--- config.mk ---
export PLATFORM = sky130hd
export DESIGN_NAME = led_uart_tx
export DESIGN_NICKNAME = d
export VERILOG_FILES = /design/src/rtl/led_uart_tx.sv
export SDC_FILE = /design/constraint.sdc
export NUM_CORES = 1
export LEC_CHECK = 0
export BUFFER_PORTS_ARGS = -buffer_cell sky130_fd_sc_hd__buf_2
export CAP_MARGIN = 10
export CORE_MARGIN = 5
export CORE_UTILIZATION = 40
export CTS_BUF_LIST = sky130_fd_sc_hd__clkbuf_8
export DETAILED_ROUTE_END_ITERATION = 8
export PLACE_DENSITY = 0.55
export SETUP_SLACK_MARGIN = 0.15
export SLEW_MARGIN = 20
export SYNTH_ARGS = -nofsm -noshare
export SYNTH_HDL_FRONTEND = slang
export SYNTH_SLANG_ARGS = --single-unit
export TNS_END_PERCENT = 100
--- constraint.sdc ---
create_clock -name Clock -period 3 [get_ports Clock]
set_input_delay 0.6 -clock Clock [delete_from_list [all_inputs] [get_ports Clock]]
set_output_delay 0.6 -clock Clock [all_outputs]
set_load 0.05 [all_outputs]
--- src/rtl/led_uart_tx.sv ---
// LED bus change-capture FIFO feeding a UART transmitter (8N1, LSB first).
// Define LED_UART_PARITY_EN to insert an even-parity bit, giving 8E1 frames.
module led_uart_tx #(
    parameter int unsigned CLKS_PER_BIT = 434,
    parameter int unsigned FIFO_DEPTH   = 4
) (
    input  logic                          Clock,
    input  logic                          Reset,
    input  logic [7:0]                    iData,
    output logic                          oTx,
    output logic                          oBusy,
    output logic                          oOverflow,
    output logic [$clog2(FIFO_DEPTH):0]   oFifoCount
);

    localparam int unsigned PtrW  = $clog2(FIFO_DEPTH);
    localparam int unsigned CntW  = PtrW + 1;
    localparam int unsigned BaudW = (CLKS_PER_BIT > 1) ? $clog2(CLKS_PER_BIT) : 1;
    localparam logic [BaudW-1:0] BaudMax   = BaudW'(CLKS_PER_BIT - 1);
    localparam logic [CntW-1:0]  FullCount = CntW'(FIFO_DEPTH);

    typedef enum logic [2:0] {
        StIdle,
        StStart,
        StData,
`ifdef LED_UART_PARITY_EN
        StParity,
`endif
        StStop
    } state_e;

    // Change detect and capture FIFO
    logic [7:0]      prev_q, prev_d;
    logic [7:0]      mem_q [FIFO_DEPTH];
    logic [7:0]      mem_d [FIFO_DEPTH];
    logic [PtrW-1:0] wr_q, wr_d;
    logic [PtrW-1:0] rd_q, rd_d;
    logic [CntW-1:0] count_q, count_d;
    logic            overflow_q, overflow_d;

    // Transmitter
    state_e           state_q, state_d;
    logic [BaudW-1:0] baud_q, baud_d;
    logic [2:0]       bit_q, bit_d;
    logic [7:0]       shift_q, shift_d;
`ifdef LED_UART_PARITY_EN
    logic             parity_q, parity_d;
`endif

    logic       push;
    logic       push_ok;
    logic       pop;
    logic       bit_end;
    logic       tx;
    logic [7:0] head;

    assign head    = mem_q[rd_q];
    assign bit_end = (baud_q == BaudMax);

    always_comb begin
        prev_d  = iData;
        push    = (iData != prev_q);
        // A full FIFO still accepts a push when the same edge pops
        push_ok = push && ((count_q != FullCount) || pop);

        mem_d = mem_q;
        wr_d  = wr_q;
        rd_d  = rd_q;
        if (push_ok) begin
            mem_d[wr_q] = iData;
            wr_d        = wr_q + PtrW'(1);
        end
        if (pop) begin
            rd_d = rd_q + PtrW'(1);
        end

        count_d = count_q;
        if (push_ok && !pop) begin
            count_d = count_q + CntW'(1);
        end else if (!push_ok && pop) begin
            count_d = count_q - CntW'(1);
        end

        overflow_d = overflow_q | (push & ~push_ok);
    end

    always_comb begin
        state_d  = state_q;
        baud_d   = bit_end ? '0 : baud_q + BaudW'(1);
        bit_d    = bit_q;
        shift_d  = shift_q;
`ifdef LED_UART_PARITY_EN
        parity_d = parity_q;
`endif
        pop      = 1'b0;
        tx       = 1'b1;

        unique case (state_q)
            StIdle: begin
                tx     = 1'b1;
                baud_d = '0;
                if (count_q != '0) begin
                    pop      = 1'b1;
                    shift_d  = head;
`ifdef LED_UART_PARITY_EN
                    parity_d = ^head;
`endif
                    bit_d    = '0;
                    state_d  = StStart;
                end
            end
            StStart: begin
                tx = 1'b0;
                if (bit_end) begin
                    state_d = StData;
                end
            end
            StData: begin
                tx = shift_q[0];
                if (bit_end) begin
                    if (bit_q == 3'd7) begin
`ifdef LED_UART_PARITY_EN
                        state_d = StParity;
`else
                        state_d = StStop;
`endif
                    end else begin
                        shift_d = {1'b0, shift_q[7:1]};
                        bit_d   = bit_q + 3'd1;
                    end
                end
            end
`ifdef LED_UART_PARITY_EN
            StParity: begin
                tx = parity_q;
                if (bit_end) begin
                    state_d = StStop;
                end
            end
`endif
            StStop: begin
                tx = 1'b1;
                if (bit_end) begin
                    // Chain straight into the next start bit when data is waiting
                    if (count_q != '0) begin
                        pop      = 1'b1;
                        shift_d  = head;
`ifdef LED_UART_PARITY_EN
                        parity_d = ^head;
`endif
                        bit_d    = '0;
                        baud_d   = '0;
                        state_d  = StStart;
                    end else begin
                        state_d = StIdle;
                    end
                end
            end
            default: begin
                state_d = StIdle;
            end
        endcase
    end

    always_ff @(posedge Clock) begin
        if (!Reset) begin
            prev_q     <= 8'h00;
            wr_q       <= '0;
            rd_q       <= '0;
            count_q    <= '0;
            overflow_q <= 1'b0;
            state_q    <= StIdle;
            baud_q     <= '0;
            bit_q      <= '0;
            shift_q    <= '0;
`ifdef LED_UART_PARITY_EN
            parity_q   <= 1'b0;
`endif
        end else begin
            prev_q     <= prev_d;
            wr_q       <= wr_d;
            rd_q       <= rd_d;
            count_q    <= count_d;
            overflow_q <= overflow_d;
            state_q    <= state_d;
            baud_q     <= baud_d;
            bit_q      <= bit_d;
            shift_q    <= shift_d;
`ifdef LED_UART_PARITY_EN
            parity_q   <= parity_d;
`endif
        end
    end

    // Storage needs no reset; occupancy is tracked by the pointers and count
    always_ff @(posedge Clock) begin
        mem_q <= mem_d;
    end

    assign oTx        = tx;
    assign oBusy      = (state_q != StIdle) || (count_q != '0);
    assign oOverflow  = overflow_q;
    assign oFifoCount = count_q;

endmodule

==> key figures <==
Run status
  • Status: complete, no violations

Min path
  • Hold/Removal Path Class: register to register
  • WHS Endpoint: shift_q[4]
  • Hold depth: 2
  • Worst Hold Launch: shift_q[5]

Timing
  • Post-layout minimum cycle time: 2590 ps
  • Final Max Tran Viols: 0
  • Final setup violation count: 0
  • Worst Tran Pin Value: 668 ps
  • Final period util: 86.2%
  • Unrepaired setup endpoints after global routing: false
  • FMAX: 387 MHz
  • Setup TNS: 0 ps
  • Final hold vios: 0
  • Final Skew: 12.4 ps
  • Worst relative slew slack: 55.4%

Logic synthesis
  • Synth warnings: 0
  • Avg Inst Size Synth: 12.3 um2
  • Synth area leaders: edfxtp_1, dfxtp_1, mux4_2, ha_1, xor2_1
  • FF+latch count, synth: 70
  • Cell area after synthesis: 3020 um2
  • Synth Instances: 245
  • Cell taking the most area after synthesis: edfxtp_1
  • Cell variety after synth: 39
  • Top-area cell type share of the netlist area: 31.9%
  • Syn Nets: 269
  • Part of the Yosys area used for sequential elements: 57.1%

Worst setup path
  • Crit. End Element: register
  • Reg-to-Reg Start: baud_q[0]
  • Required time worst endpoint: 3270 ps
  • R2R depth: 11
  • Crit path DAT: 2860 ps
  • Maximum fanout along the worst path: 4
  • FF-to-FF End: oFifoCount[2]
  • CP Launch Type: register
  • Register-to-Register Setup Slack: 410 ps
  • Crit Path Class: register to register

Power and ir drop
  • VDD IR max: 0.435 mV
  • Clock power frac: 21.8%
  • P per Cell Area: 967 nW/um2
  • Internal power: 2.02 mW
  • Combinational power share: 37.2%
  • Static Leakage: 1.27 nW
  • Sw Share: 38.7%
  • Psw: 1.27 mW
  • Flop pwr share: 41.0%

Floorplan
  • Ports: 16
  • DIE WIDTH: 96.8 um
  • Die Area: 9380 um2
  • Core Region: 7290 um2
  • Die height: 96.8 um
  • Initial cell density of the core: 41.4%
  • Placement Rows: 31

Finish
  • Proportion of layout cells with a drive suffix above 1: 19.9%
  • NumNets Final: 290
  • Synth-to-layout area growth: 12.7%
  • Design Area, Final: 3400 um2
  • Most common cell after layout, fill and taps aside: dfxtp_1
  • ANT cells: 0
  • Most frequent cells in the layout: dfxtp_1, edfxtp_1, nand2_1

Global routing
  • First-pass GRT wire length: 8.99 mm
  • Total track usage: 12.3%
  • Vias in the first global route: 1,785
  • GR Overflow Total: 0
  • Initial antenna violation count: 0
  • Largest net degree at the start of global routing: 33

CTS
  • Clock Sink Count: 70
  • Worst-path clk slew: 90 ps
  • CTS resizes: 0
  • Clk root buf: clkbuf_8
  • CTS Buffer Depth: 2
  • TritonCTS Buffers: 9
  • Post CTS Setup Buffer Count: 0
  • H-Tree Depth: 3
  • Clock Latency Late Sink: 350 ps
  • CTS tree: yes
  • Hold_buf cts: 0

Placed design
  • Final Wtd Congestion: 0.729
  • HPWL after DPL: 3.58 mm
  • PortBufs: 15
  • Area post-placement: 3210 um2

Flow run
  • Max-Cap Viols: 0

Detailed routing
  • Final routed DRC violation total: 0
  • DR WL/cell: 14.4 um
  • Routed vias: 1,774
  • Drt first pass iters: 4
  • Post-route ant nets: 0
  • Avg Vias per Cell: 4.79
  • WL final: 5.34 mm
  • Initial DRC count: 91
-- worst max path at each step --
stage                from            end  slack (ps)  cells after the start
5_1_grt         baud_q[0]  oFifoCount[2]         210                     11
6_report        baud_q[0]  oFifoCount[2]         410                     11
3_5_place_dp     iData[2]  oFifoCount[2]         370                     11
4_1_cts         baud_q[0]  oFifoCount[2]         400                     11
2_1_floorplan  state_q[0]            oTx         450                      7
3_3_place_gp     iData[2]  oFifoCount[2]         400                     11
-- sequential cells by signal (all words and copies together) (netlist names) --
| name | cells |
|---|---|
| oOverflow | 1 |
| state_q | 2 |
| bit_q | 3 |
| wr_q | 2 |
| oFifoCount | 3 |
| shift_q | 8 |
| baud_q | 9 |
| rd_q | 2 |
| mem_q | 32 |
| prev_q | 8 |
-- layout make-up --
| cell class | count | area (um2) |
|---|---|---|
| clock buffers | 9 | 124 |
| multi-input cells | 156 | 1220 |
| inverters | 9 | 33.8 |
| clock inverters | 7 | 63.8 |
| flip-flops and latches | 70 | 1720 |
| well taps | 99 | 124 |
| repair buffers | 20 | 113 |
| fillers | 716 | 3890 |
-- synth_stat cells, drive strengths merged --
| cell type | count |
|---|---|
| a21boi | 4 |
| xnor2 | 4 |
| nor4 | 2 |
| nor3 | 3 |
| mux4 | 8 |
| a211oi | 2 |
| or3 | 4 |
| xor2 | 13 |
| or2 | 1 |
| nand3 | 6 |
| edfxtp | 32 |
| a2111oi | 1 |
| o21a | 1 |
| nor2b | 2 |
| o221a | 1 |
| nor4b | 1 |
| a2bb2oi | 1 |
| fa | 1 |
| nand2 | 19 |
| inv | 9 |
| ha | 13 |
| and2 | 16 |
| mux2i | 5 |
| clkbuf | 7 |
| nand2b | 1 |
| and4 | 2 |
| and3 | 1 |
| a31oi | 1 |
| nand4 | 1 |
| a21oi | 18 |
| o21ai | 10 |
| dfxtp | 38 |
| o221ai | 2 |
| nor2 | 12 |
| buf | 3 |
-- power groups by stage --
stage               Sequential (mW)  Clock, mW  Combinational, mW
floorplan                      1.37          0              0.937
global placement               1.37          0               1.23
detailed placement             1.38          0               1.23
CTS                            1.35      0.748               1.24
global route                   1.37      0.789               1.37
finish                         1.35      0.717               1.22
-- layer usage --
layer	wire [um]	global-route usage, %
met5	0	0
met4	38	4.54
met3	181	4.39
met2	2510	18.7
met1	2610	16.0
-- metrics by stage --
step	hold slack (ps)	total power [mW]	std cells	setup WS, ps	util (%)
2_1_floorplan	427	2.31	245	454	-
3_3_place_gp	439	2.61	354	401	44.0
3_5_place_dp	443	2.61	354	373	44.0
4_1_cts	457	3.34	370	395	46.6
5_1_grt	467	3.53	370	207	46.6
6_report	452	3.29	370	413	46.6
-- critical path: stages, from the launching register on --
cell and delay (ps):
dfxtp_1 380, ha_1 150, and4_1 220, a31oi_1 140, nor2_2 170, a2bb2oi_2 170, ha_1 190, inv_1 60
fa_1 370, xor2_1 180, or3_1 310, a21boi_0 160
-- logic make-up (layout without fill, tap and decap cells) --
logic type                 after synthesis  count (layout)  share of synthesized area [%]
buffers and inverters                   19              45                           2.45
DFF                                     70              70                           57.1
muxes                                   13              13                           7.63
adders and majority gates               14              14                           6.06
xor gates and xnor gates                17              17                           4.94
AOI/OAI and AO/OA                       41              41                           8.96
and+or+nand+nor                         71              71                           12.9
No activity file was read; power rests on OpenSTA's default activity.
